<file path="src/rtl/dk_audio_pkg.sv">
// Shared definitions for the discrete sound board mixing stages.
// The sat16 clamp is reused by other stages that reduce a wide signed value to one sample.
package dk_audio_pkg;

    localparam int UNITY_GAIN     = 128;
    localparam int GAIN_FRAC_BITS = 7;
    localparam int SAT_IN_W       = 48;

    typedef enum logic [1:0] {
        IDLE,
        MAC,
        SAT
    } mixer_state_t;

    localparam logic signed [SAT_IN_W-1:0] S16_MAX = 32767;
    localparam logic signed [SAT_IN_W-1:0] S16_MIN = -32768;

    function automatic logic signed [15:0] sat16(input logic signed [SAT_IN_W-1:0] acc);
        if (acc > S16_MAX) begin
            return 16'sh7fff;
        end else if (acc < S16_MIN) begin
            return 16'sh8000;
        end else begin
            return acc[15:0];
        end
    endfunction

endpackage

</file>
<file path="src/rtl/dk_audio_mixer.sv">
// Final mixer: per-channel Q1.7 gain, summed through one shared multiply-accumulate,
// then floored by the gain fraction and clamped to a signed 16-bit sample.
module dk_audio_mixer
    import dk_audio_pkg::*;
#(
    parameter int NUM_CHANNELS = 4,
    parameter int GAIN_WIDTH   = 8
) (
    input  logic                         clk,
    input  logic                         rst_n,
    input  logic                         audio_clk_en,
    input  logic signed [15:0]           in   [NUM_CHANNELS],
    input  logic        [GAIN_WIDTH-1:0] gain [NUM_CHANNELS],
    output logic signed [15:0]           out,
    output logic                         out_valid,
    output logic                         overrun
);

    localparam int PROD_W = 16 + GAIN_WIDTH + 1;
    localparam int ACC_W  = PROD_W + $clog2(NUM_CHANNELS) + 1;
    localparam int IDX_W  = (NUM_CHANNELS > 1) ? $clog2(NUM_CHANNELS) : 1;
    localparam logic [IDX_W-1:0] LAST_IDX = IDX_W'(NUM_CHANNELS - 1);

    mixer_state_t                state_q, state_d;
    logic signed [ACC_W-1:0]     acc_q, acc_d;
    logic        [IDX_W-1:0]     idx_q, idx_d;
    logic signed [15:0]          out_q, out_d;
    logic                        out_valid_q, out_valid_d;
    logic                        overrun_q, overrun_d;
    logic                        snap_en;

    logic signed [15:0]          snap_in_q   [NUM_CHANNELS];
    logic        [GAIN_WIDTH-1:0] snap_gain_q [NUM_CHANNELS];

    logic signed [PROD_W-1:0]    in_ext, gain_ext, prod;
    logic signed [ACC_W-1:0]     shifted;
    logic signed [SAT_IN_W-1:0]  shifted_wide;

    // Operands are widened to the product width so the multiply maps to one DSP block.
    assign in_ext       = {{(PROD_W-16){snap_in_q[idx_q][15]}}, snap_in_q[idx_q]};
    assign gain_ext     = {{(PROD_W-GAIN_WIDTH){1'b0}}, snap_gain_q[idx_q]};
    assign prod         = in_ext * gain_ext;
    assign shifted      = acc_q >>> GAIN_FRAC_BITS;
    assign shifted_wide = {{(SAT_IN_W-ACC_W){shifted[ACC_W-1]}}, shifted};

    always_comb begin
        state_d     = state_q;
        acc_d       = acc_q;
        idx_d       = idx_q;
        out_d       = out_q;
        out_valid_d = 1'b0;
        overrun_d   = overrun_q;
        snap_en     = 1'b0;

        if (audio_clk_en && (state_q != IDLE)) begin
            overrun_d = 1'b1;
        end

        case (state_q)
            IDLE: begin
                if (audio_clk_en) begin
                    snap_en = 1'b1;
                    acc_d   = '0;
                    idx_d   = '0;
                    state_d = MAC;
                end
            end
            MAC: begin
                acc_d = acc_q + {{(ACC_W-PROD_W){prod[PROD_W-1]}}, prod};
                if (idx_q == LAST_IDX) begin
                    idx_d   = '0;
                    state_d = SAT;
                end else begin
                    idx_d = idx_q + 1'b1;
                end
            end
            SAT: begin
                out_d       = sat16(shifted_wide);
                out_valid_d = 1'b1;
                state_d     = IDLE;
            end
            default: state_d = IDLE;
        endcase
    end

    always_ff @(posedge clk or negedge rst_n) begin
        if (!rst_n) begin
            state_q     <= IDLE;
            acc_q       <= '0;
            idx_q       <= '0;
            out_q       <= '0;
            out_valid_q <= 1'b0;
            overrun_q   <= 1'b0;
        end else begin
            state_q     <= state_d;
            acc_q       <= acc_d;
            idx_q       <= idx_d;
            out_q       <= out_d;
            out_valid_q <= out_valid_d;
            overrun_q   <= overrun_d;
        end
    end

    // Snapshots are pure data and are only ever read after being loaded by a tick.
    always_ff @(posedge clk) begin
        if (snap_en) begin
            snap_in_q   <= in;
            snap_gain_q <= gain;
        end
    end

    assign out       = out_q;
    assign out_valid = out_valid_q;
    assign overrun   = overrun_q;

endmodule

</file>
<file path="config.mk">
export PLATFORM = sky130hd
export DESIGN_NAME = dk_audio_mixer
export DESIGN_NICKNAME = d
export VERILOG_FILES = /design/src/rtl/dk_audio_pkg.sv /design/src/rtl/dk_audio_mixer.sv
export SDC_FILE = /design/constraint.sdc
export NUM_CORES = 1
export LEC_CHECK = 0
export ABC_AREA = 1
export ABC_CLOCK_PERIOD_IN_PS = 8900
export BUFFER_PORTS_ARGS = -buffer_cell sky130_fd_sc_hd__buf_2
export CAP_MARGIN = 10
export CORE_MARGIN = 2
export CORE_UTILIZATION = 55
export DETAILED_ROUTE_END_ITERATION = 6
export PLACE_DENSITY = 0.82
export SYNTH_ARGS = -nofsm -noshare
export SYNTH_HDL_FRONTEND = slang
export SYNTH_SLANG_ARGS = --single-unit
</file>
<file path="constraint.sdc">
create_clock -name clk -period 8.9 [get_ports clk]
set_clock_uncertainty 0.15 [all_clocks]
set_input_delay 1.78 -clock clk [delete_from_list [all_inputs] [get_ports clk]]
set_output_delay 1.78 -clock clk [all_outputs]
set_load 0.01 [all_outputs]
</file>
==> results.txt <==
----------------------------------------------------
[Layout]
  Antenna diode instance count ... 0
  Fillers ... 1737
  Final Util ... 62.9%
  Proportion of layout cells with a drive suffix above 1 ... 14.4%
  Non-filler cells, final ... 1743
  Net total in the final layout ... 1735
  Area added between synthesis and finish ... 11.6%

[Placement]
  Number of placed cells counting well taps ... 1711
  Estimated wirelength of the detail-placed design ... 21900 um
  Count of buffers inserted at the top-level ports ... 116
  Global placer's final weighted congestion ... 0.942

[Clocking]
  Post-CTS Setup Repair Bufs ... 0
  Clock tree from TritonCTS ... yes
  TritonCTS sink count ... 146
  TritonCTS Buffers ... 17
  Clk slew on worst S/H paths ... 0.07 ns
  Clk_lat worst skew ... 0.44 ns
  Max H-tree Level ... 4
  Number of buffers inserted by hold repair at cts ... 0
  Number of buffers on the longest clock path ... 2
  Resized cells post-CTS ... 0
  Root Driver ... sky130_fd_sc_hd__clkbuf_16

[Flow run]
  Number of max-cap violations ... 0

[Critical path]
  Endpoint class of the critical path ... flop
  Worst R2R Start ... idx_q[0]$_DFFE_PN0P_
  Worst Path Buf+Inv ... 4
  Critical Path Start Type ... flop
  Crit-path most repeated cell ... sky130_fd_sc_hd__nand2_1
  Worst reg2reg setup slack ... 0.92 ns
  Arrival time of data at the critical path endpoint ... 8.16 ns
  Data required time at the worst endpoint ... 9.08 ns
  Type of the worst setup path ... reg2reg
  Worst path max stage delay ... 0.72 ns
  Cell with the largest stage delay on the worst path ... sky130_fd_sc_hd__a32oi_2
  Cell type group with the largest total delay on the critical path ... adder cells
  Largest fanout on the critical path ... 48
  Cell count of the worst reg-to-reg path ... 25
  Reg-to-reg endpoint ... acc_q[25]$_DFFE_PN0P_

[STA]
  Fmax ... 0.125 GHz
  Normalized max-slew margin ... 29.7%
  Final worst path period share ... 89.7%
  Setup violators final ... 0
  Sum of negative setup slack ... 0 ns
  Transition at the pin with the smallest max-transition slack ... 1.05 ns
  Min Tclk post-route ... 7.98 ns
  Count of pins over their slew limit ... 0
  Final hold vios ... 0
  RSZ-0062 raised after global routing ... no

[Global route]
  Via count of the first global-routing pass ... 9634
  Antenna violations before repair ... 0
  Wire length of the first global-routing pass ... 46400 um
  Largest net degree at the start of global routing ... 89
  Total track usage ... 25.9%
  Sum of overflow across all layers after global routing ... 0

[Die]
  Floorplan die area ... 23000 um^2
  Floorplan die height ... 152 um
  # rows ... 53
  Die width ... 152 um
  Initial Util ... 56.4%
  # IOs ... 117
  Area of the core ... 21200 um^2

[Min path]
  Hold path depth ... 1
  Startpoint of the worst hold path ... overrun$_DFFE_PN0P_
  Min-Delay Path Class ... reg2reg
  Terminating pin of the worst hold path ... overrun$_DFFE_PN0P_

[Logic synthesis]
  Dominant combinational cell family by area after synthesis ... adder cells
  Synth Area in Simple Gates ... 17.9%
  Cell variety after synth ... 48
  Post-synthesis register bit count ... 146
  Post-synthesis mux area share ... 0%
  Post-synthesis instance area ... 12000 um^2
  Post-Synthesis Cells ... 1344
  Sequential-to-total area share from yosys stat ... 34.5%
  Xor/xnor cell area share of the yosys netlist ... 2.12%
  Number of enable flip-flop cells after synthesis ... 96
  Per-instance average area after synthesis ... 8.90 um^2
  Top_reg_cell synth ... sky130_fd_sc_hd__edfxtp_1
  Asr flop ratio synth ... 34.2%
  Post-synthesis share of cell area spent on full adders, half adders and majority gates ... 25.4%
  Main area contributors after synthesis ... sky130_fd_sc_hd__edfxtp_1, sky130_fd_sc_hd__fa_1, sky130_fd_sc_hd__dfrtp_1, sky130_fd_sc_hd__nand2_1, sky130_fd_sc_hd__ha_1
  Yosys warns ... 0
  Cell taking the most area after synthesis ... sky130_fd_sc_hd__edfxtp_1
  Compound-gate portion of the synthesized area ... 11.3%
  Net Count, Synth ... 1624
  Fraction of synthesized cell area taken by the top area cell type ... 24.1%

[Drt]
  Per-cell via count in the routed design ... 5.39
  WL/cell ... 15.9 um
  Initial DRC Count ... 482
  Via total after detailed routing ... 9395
  DRC violation count after routing ... 0
  Total detailed-routing wirelength ... 27800 um
  Remaining antenna violation count after routing ... 0
  Total iterations of the first detailed-routing run ... 5

[Run status]
  Result of the run ... complete, no violations

----------------------------------------------------
metal layers:
layer  wire, um  GRT usage, %  vias to the layer above  share of wire (%)
li1           -             -                     4559                  -
met1      11800          32.1                     4486                 42
met2      14100          46.9                      298                 51
met4        739          8.47                        0                2.7
met5          0             0                        -                  0
met3       1240          3.44                       52                4.5
worst max path at each step:
stage                                     from               endpoint  slack [ns]  cells after the start
after detailed placement  idx_q[0]$_DFFE_PN0P_  acc_q[25]$_DFFE_PN0P_        0.97                     25
after CTS                 idx_q[0]$_DFFE_PN0P_  acc_q[25]$_DFFE_PN0P_        0.92                     25
final                     idx_q[0]$_DFFE_PN0P_  acc_q[25]$_DFFE_PN0P_        0.92                     25
after floorplan                   audio_clk_en  acc_q[10]$_DFFE_PN0P_        1.86                      6
after global placement    idx_q[0]$_DFFE_PN0P_  acc_q[25]$_DFFE_PN0P_        0.94                     25
after global routing      idx_q[1]$_DFFE_PN0P_  acc_q[25]$_DFFE_PN0P_        0.37                     26
state kept, by name, summed over array words and instances, names as in the netlist:
| signal | cells |
|---|---|
| out_valid | 1 |
| snap_gain_q | 32 |
| idx_q | 2 |
| state_q | 2 |
| overrun | 1 |
| snap_in_q | 64 |
| out | 16 |
| acc_q | 28 |
cell families (layout without fill, tap and decap cells):
kind of cell               Yosys count  count (layout)
AOI/OAI and AO/OA                  207             207
DFF                                146             146
buffers and inverters              259             383
adders and majority gates          181             181
and+or+nand+nor                    522             522
xor gates and xnor gates            29              29
cells in the final DEF, fill, tap and decap left out, drive strengths merged, types with 3 or more instances in the layout:
cell    Yosys  layout
nand2     298     298
inv       228     237
nor2      158     158
buf        28     122
fa        103     103
a21oi      99      99
edfxtp     96      96
ha         78      78
o21ai      62      62
dfrtp      50      50
nand3      40      40
xor2       21      21
a32oi      21      21
clkbuf      2      17
nor3       11      11
nand4      10      10
xnor2       8       8
clkinv      1       6
o22ai       5       5
o21bai      5       5
nor4        3       3
a21o        3       3
final cells by class:
| cell class | instances | area [um^2] | area share, % |
|---|---|---|---|
| Tap cell | 275 | 344 | 2.58 |
| Clock buffer | 17 | 425 | 3.19 |
| Timing Repair Buffer | 122 | 626 | 4.69 |
| Multi-Input combinational cell | 939 | 6800 | 50.9 |
| Inverter | 229 | 860 | 6.44 |
| Clock inverter | 15 | 163 | 1.22 |
| Sequential cell | 146 | 4130 | 31.0 |
cell usage after synthesis, types with 9 or more instances:
cell	instances
sky130_fd_sc_hd__xor2_1	21
sky130_fd_sc_hd__buf_2	19
sky130_fd_sc_hd__nand3_1	34
sky130_fd_sc_hd__edfxtp_1	96
sky130_fd_sc_hd__nand2_1	291
sky130_fd_sc_hd__ha_1	78
sky130_fd_sc_hd__fa_1	103
sky130_fd_sc_hd__nor3_1	10
sky130_fd_sc_hd__nor2_1	150
sky130_fd_sc_hd__inv_1	219
sky130_fd_sc_hd__o21ai_0	45
sky130_fd_sc_hd__inv_2	9
sky130_fd_sc_hd__a32oi_2	18
sky130_fd_sc_hd__o21ai_1	15
sky130_fd_sc_hd__a21oi_1	94
sky130_fd_sc_hd__dfrtp_1	50
sky130_fd_sc_hd__nand4_1	10
through the flow:
| stage | hold slack (ns) | setup slack (ns) | instance area [um^2] |
|---|---|---|---|
| final | 0.307 | 0.921 | 13400 |
| after global routing | 0.323 | 0.374 | 13400 |
| after CTS | 0.313 | 0.918 | 13400 |
| after detailed placement | 0.296 | 0.968 | 12800 |
| after global placement | 0.292 | 0.938 | 12800 |
| after floorplan | 0.309 | 1.86 | 12000 |
worst reg2reg max path, cell delays in order (launching register included):
cell and delay, ns:
sky130_fd_sc_hd__dfrtp_1 0.39, sky130_fd_sc_hd__inv_2 0.54, sky130_fd_sc_hd__nand2_1 0.18, sky130_fd_sc_hd__a32oi_2 0.72
sky130_fd_sc_hd__inv_1 0.24, sky130_fd_sc_hd__nor2_1 0.28, sky130_fd_sc_hd__fa_1 0.53, sky130_fd_sc_hd__inv_1 0.24
sky130_fd_sc_hd__fa_1 0.57, sky130_fd_sc_hd__fa_1 0.55, sky130_fd_sc_hd__fa_1 0.54, sky130_fd_sc_hd__inv_1 0.04
sky130_fd_sc_hd__ha_1 0.36, sky130_fd_sc_hd__nand2_1 0.14, sky130_fd_sc_hd__nor4_1 0.33, sky130_fd_sc_hd__nand4_1 0.17
sky130_fd_sc_hd__nand3_1 0.16, sky130_fd_sc_hd__xor2_1 0.11, sky130_fd_sc_hd__ha_1 0.39, sky130_fd_sc_hd__nand2_1 0.17
sky130_fd_sc_hd__nor4_1 0.43, sky130_fd_sc_hd__o21ai_0 0.30, sky130_fd_sc_hd__nand3_1 0.16, sky130_fd_sc_hd__nand2_1 0.05
sky130_fd_sc_hd__nand3_1 0.07, sky130_fd_sc_hd__nand2_1 0.05
Power is left out: the tool's default activity adds up to more than one toggle a clock period on the data nets, which glitch-free logic cannot reach.
